==> config.mk <==
export PLATFORM = sky130hd
export DESIGN_NAME = i2c_slave
export DESIGN_NICKNAME = d
export VERILOG_FILES = /design/src/rtl/i2c_slave.sv
export SDC_FILE = /design/constraint.sdc
export NUM_CORES = 1
export LEC_CHECK = 0
export ABC_CLOCK_PERIOD_IN_PS = 2250
export CORE_AREA = 2 2 74 76
export DETAILED_ROUTE_END_ITERATION = 6
export DIE_AREA = 0 0 76 78
export GPL_TIMING_DRIVEN = 0
export PLACE_DENSITY = 0.63
export SYNTH_ARGS = -nofsm -noshare
export SYNTH_HDL_FRONTEND = slang
export SYNTH_SLANG_ARGS = --single-unit
==> constraint.sdc <==
create_clock -name clk -period 2.25 [get_ports clk]
set_clock_uncertainty 0.1 [all_clocks]
set_input_delay 0.225 -clock clk [delete_from_list [all_inputs] [get_ports clk]]
set_output_delay 0.225 -clock clk [all_outputs]
set_load 0.1 [all_outputs]
==> src/rtl/i2c_slave.sv <==
// i2c_slave: oversampling I2C target. Synchronises SCL/SDA to clk, detects
// START/STOP and SCL edges, matches a 7-bit address, ACKs, collects write
// bytes and serves read bytes MSB-first. SDA is open-drain via sda_oe.
`timescale 1ns/1ps
module i2c_slave #(
  parameter int                  ADDR_BIT   = 7,
  parameter logic [ADDR_BIT-1:0] SLAVE_ADDR = 7'h42
) (
  input  logic       clk,
  input  logic       reset_n,
  input  logic       scl_in,
  input  logic       sda_in,
  output logic       sda_oe,
  input  logic [7:0] tx_data,
  output logic       tx_req,
  output logic [7:0] rx_data,
  output logic       rx_valid,
  output logic       busy,
  output logic       addr_match
);

  typedef enum logic [2:0] {
    IDLE, ADDR, ACK_ADDR, WR_DATA, ACK_WR, RD_DATA, ACK_RD, WAIT_STOP
  } state_t;

  state_t     state;
  logic [2:0] scl_sync;   // [1] is the synchronised level, [2] its delayed copy
  logic [2:0] sda_sync;
  logic [2:0] bit_cnt;
  logic       byte_done;  // 8 bits shifted, waiting for the closing scl_fall
  logic       rw;
  logic [7:0] shift_reg;
  logic [6:0] tx_shift;   // remaining read bits after the one on the wire

  logic scl_rise, scl_fall, start_det, stop_det, addr_hit;

  assign scl_rise  =  scl_sync[1] & ~scl_sync[2];
  assign scl_fall  = ~scl_sync[1] &  scl_sync[2];
  assign start_det =  scl_sync[1] &  scl_sync[2] & ~sda_sync[1] &  sda_sync[2];
  assign stop_det  =  scl_sync[1] &  scl_sync[2] &  sda_sync[1] & ~sda_sync[2];
  assign addr_hit  = (shift_reg[7 -: ADDR_BIT] == SLAVE_ADDR);

  // Two-flop synchronisers plus one delay flop for edge detection.
  always_ff @(posedge clk or negedge reset_n) begin
    if (!reset_n) begin
      // NOTE: preset to 1 (idle bus level) so leaving reset never fakes an edge.
      scl_sync <= 3'b111;
      sda_sync <= 3'b111;
    end else begin
      // NOTE: non-blocking assignments make every flop sample the pre-edge value.
      scl_sync <= {scl_sync[1:0], scl_in};
      sda_sync <= {sda_sync[1:0], sda_in};
    end
  end

  // Protocol state machine with registered outputs; START/STOP override bit handling.
  always_ff @(posedge clk or negedge reset_n) begin
    if (!reset_n) begin
      state      <= IDLE;
      sda_oe     <= 1'b0;
      tx_req     <= 1'b0;
      rx_data    <= 8'h00;
      rx_valid   <= 1'b0;
      busy       <= 1'b0;
      addr_match <= 1'b0;
      bit_cnt    <= 3'd0;
      byte_done  <= 1'b0;
      rw         <= 1'b0;
      shift_reg  <= 8'h00;
      tx_shift   <= 7'h00;
    end else begin
      // NOTE: pulse outputs default low every cycle; branches below raise them for one clk.
      tx_req   <= 1'b0;
      rx_valid <= 1'b0;
      if (stop_det) begin
        state      <= IDLE;
        sda_oe     <= 1'b0;
        busy       <= 1'b0;
        addr_match <= 1'b0;
        byte_done  <= 1'b0;
      end else if (start_det) begin
        state      <= ADDR;
        busy       <= 1'b1;
        sda_oe     <= 1'b0;
        addr_match <= 1'b0;
        bit_cnt    <= 3'd0;
        byte_done  <= 1'b0;
      end else begin
        case (state)
          IDLE, WAIT_STOP: ;
          ADDR, WR_DATA: begin
            if (scl_rise) begin
              shift_reg <= {shift_reg[6:0], sda_sync[1]};
              bit_cnt   <= bit_cnt + 3'd1;
              if (bit_cnt == 3'd7) byte_done <= 1'b1;
            end else if (scl_fall && byte_done) begin
              byte_done <= 1'b0;
              bit_cnt   <= 3'd0;
              if (state == ADDR) begin
                rw <= shift_reg[0];
                if (addr_hit) begin
                  state      <= ACK_ADDR;
                  sda_oe     <= 1'b1;
                  addr_match <= 1'b1;
                end else begin
                  state  <= WAIT_STOP;
                  sda_oe <= 1'b0;
                end
              end else begin
                rx_data  <= shift_reg;
                rx_valid <= 1'b1;
                sda_oe   <= 1'b1;
                state    <= ACK_WR;
              end
            end
          end
          ACK_ADDR: begin
            if (scl_fall) begin
              bit_cnt <= 3'd0;
              if (rw) begin
                tx_shift <= tx_data[6:0];
                tx_req   <= 1'b1;
                sda_oe   <= ~tx_data[7];
                state    <= RD_DATA;
              end else begin
                sda_oe <= 1'b0;
                state  <= WR_DATA;
              end
            end
          end
          ACK_WR: begin
            if (scl_fall) begin
              sda_oe  <= 1'b0;
              bit_cnt <= 3'd0;
              state   <= WR_DATA;
            end
          end
          RD_DATA: begin
            if (scl_fall) begin
              if (bit_cnt == 3'd7) begin
                sda_oe  <= 1'b0;
                bit_cnt <= 3'd0;
                state   <= ACK_RD;
              end else begin
                sda_oe   <= ~tx_shift[6];
                tx_shift <= {tx_shift[5:0], 1'b0};
                bit_cnt  <= bit_cnt + 3'd1;
              end
            end
          end
          ACK_RD: begin
            // A NACK ends the read; reaching the next fall here means the master ACKed.
            if (scl_rise && sda_sync[1]) begin
              state <= WAIT_STOP;
            end else if (scl_fall) begin
              tx_shift <= tx_data[6:0];
              tx_req   <= 1'b1;
              sda_oe   <= ~tx_data[7];
              bit_cnt  <= 3'd0;
              state    <= RD_DATA;
            end
          end
          default: state <= IDLE;
        endcase
      end
    end
  end

endmodule

==> reports/summary.txt <==
post-synth cell types: 45
CP peak stage delay: 1130 ps
Final Wtd Congestion: 0.886
Tcrit/Tclk final: 93.9%
Ys Warns: 0
LEAKAGE: 1.13 nW
Die Ht: 78 um
clock sinks: 42
core area: 5040 um2
CTS root buf: clkbuf_8
total global routing overflow: 0
Synth area leaders: dfrtp_1, mux2_2, dfstp_2, mux2i_1, a21oi_1
antenna diode count: 0
crit path buf inv count: 1
final instance area: 2450 um2
Final Util: 48.6%
cell depth of the worst setup path: 1
Multi-input gate area: 863 um2
share of post-route cells with drive strength above 1: 21.1%
GRT Util Overall: 14.0%
ys flop type: dfrtp_1
power density cells: 933 nW/um2
Boundary Pins: 25
CP startpoint: addr_match
Worst EP required: 1920 ps
Synth top area share: 45.3%
Sw Ratio: 34.6%
flops & latches, synth: 42
initial antenna violation count: 0
Clock Latency Late Sink: 290 ps
first-pass GRT wire length: 6.59 mm
Worst-path clk slew: 80 ps
starting density of the core: 39.4%
CP Class: flip-flop to primary output
WL final: 3.83 mm
DR WL/cell: 13.5 um
DP Area: 2330 um2
R2R Setup Slk: 200 ps
port bufs: 24
crit path capture: addr_match
# rows: 26
post-layout min period: 2110 ps
status: finished, final reports clean
Critical Path Start Type: flip-flop
sequential area share after synthesis: 53.3%
DRC: 0
worst rel slew slack: 35.0%
Routed Antenna Nets: 0
Via Count: 1454
Post-CTS Setup Bufs: 0
most frequent cells in the layout: dfrtp_1, clkdlybuf4s50_1, mux2_2
Switch Pwr: 0.000790 W
CTS buffer count: 5
routed vias/inst: 5.14
# setup viols final: 0
NumNets Final: 226
crit path cell chain: clkdlybuf4s50_1
Final TNS setup: 0 ps
final hold viol count: 0
Chip Width: 76 um
Max Fclk: 473 MHz
H-tree depth: 2
fill count: 454
largest net degree at the start of global routing: 28
Comb pwr share: 33.2%
Reg2Reg Capture Point: state[2]
Critical R2R Launch: bit_cnt[0]
initial DRC count: 106
Critical Path End Type: primary output
Tot Pwr: 0.00229 W
DP HPWL: 2.78 mm
CP max FO: 2
Sequential Power Share: 40.9%
Die ar.: 5930 um2
Area Growth Syn to Fin: 23.3%
area leader, netlist: dfrtp_1
Critical-path top delay cell: clkdlybuf4s50_1
DRT Pass-1 Iters: 4
Post-Syn Instances: 179
data arrival time of the critical path: 1790 ps
mapped cell area: 1990 um2
worst slew pin tran: 971 ps
Clk network pwr share: 25.9%
FF/Latch Area: 1060 um2
placed cell count: 274
Int Power: 0.00150 W
R2R depth: 7
commonest non-fill, non-tap cell in the layout: dfrtp_1
unrepaired setup endpoints after global routing: false
hold crit path type: input port to flip-flop
CP delay by family, top: buffers and inverters
net count after synthesis: 193
Avg Cell Area, Syn: 11.1 um2
number of flops mapped to enable cells by yosys: 0
Max-cap violations: 0
vias in the first global route: 1400
Final Max Tran Viols: 0
CTS tree: yes
ys async rst share: 100%
CTS max path bufs: 2
VDD IR max: 512 uV
Post-Layout Cell Count: 283
## how the worst min path moves through the flow
stage / end / slack [ps] / start / cells after the start
2_1_floorplan: addr_match / -170 / reset_n / 0
3_3_place_gp: sda_sync[1] / 250 / sda_sync[0] / 0
3_5_place_dp: rx_data[4] / 70 / reset_n / 1
4_1_cts: scl_sync[0] / 230 / scl_in / 1
5_1_grt: sda_sync[0] / 230 / sda_in / 1
6_report: scl_sync[0] / 230 / scl_in / 1
## repair_timing
action	4_1_cts	5_1_grt
hold buffers	1	0
hold endpoints to repair	15	0
gates resized for setup	0	0
## through the flow
stage	setup WS, ps	hold WS (ps)
final	136	231
after global routing	98.3	231
after CTS	120	229
after detailed placement	223	73.0
after global placement	-241	246
after floorplan	398	-171
## power groups by stage
| stage | clock (W) | combinational, W | sequential [W] |
|---|---|---|---|
| 2_1_floorplan | 0 | 0.000499 | 0.00102 |
| 3_3_place_gp | 0 | 0.000756 | 0.000949 |
| 3_5_place_dp | 0 | 0.000754 | 0.000948 |
| 4_1_cts | 0.000600 | 0.000758 | 0.000935 |
| 5_1_grt | 0.000640 | 0.000839 | 0.000950 |
| 6_report | 0.000591 | 0.000759 | 0.000936 |
## Yosys cell counts (all sizes together), types with 2 or more instances
cell type,number
nor3,2
a21oi,12
nand3,4
o21ai,14
nor3b,4
ha,2
buf,7
nand2b,3
nand2,14
dfstp,6
a211o,2
dfrtp,36
o41ai,2
nor2,12
nor2b,4
mux2i,7
and2b,4
mux2,17
inv,5
nand4b,2
and3,2
## cell families after synthesis
family,Yosys count,share of synthesized area (%)
AND/OR/NAND/NOR,58,16.1
flip-flops,42,53.3
AO/OA/AOI/OAI,39,12.5
multiplexers,24,13.2
buffers and inverters,13,3.27
adder cells (fa/ha/maj),2,1.26
XOR/XNOR,1,0.441
## area by class of cell
class / count / share of cell area [%]
Sequential cell: 42 / 43.2
Clock buffer: 6 / 2.96
Buffer: 8 / 1.89
Clock inverter: 2 / 1.53
Tap cell: 70 / 3.58
Timing Repair Buffer: 26 / 10.8
Inverter: 5 / 0.766
Multi-Input combinational cell: 124 / 35.2
## routing by layer
layer / GRT usage (%) / up-vias / share of wire, %
li1: - / 705 / -
met1: 18.1 / 698 / 46
met2: 22.9 / 45 / 48
met3: 3.14 / 6 / 4.3
met4: 5.64 / 0 / 1.7
met5: 0 / - / 0
(Power assumes the default switching activity.)
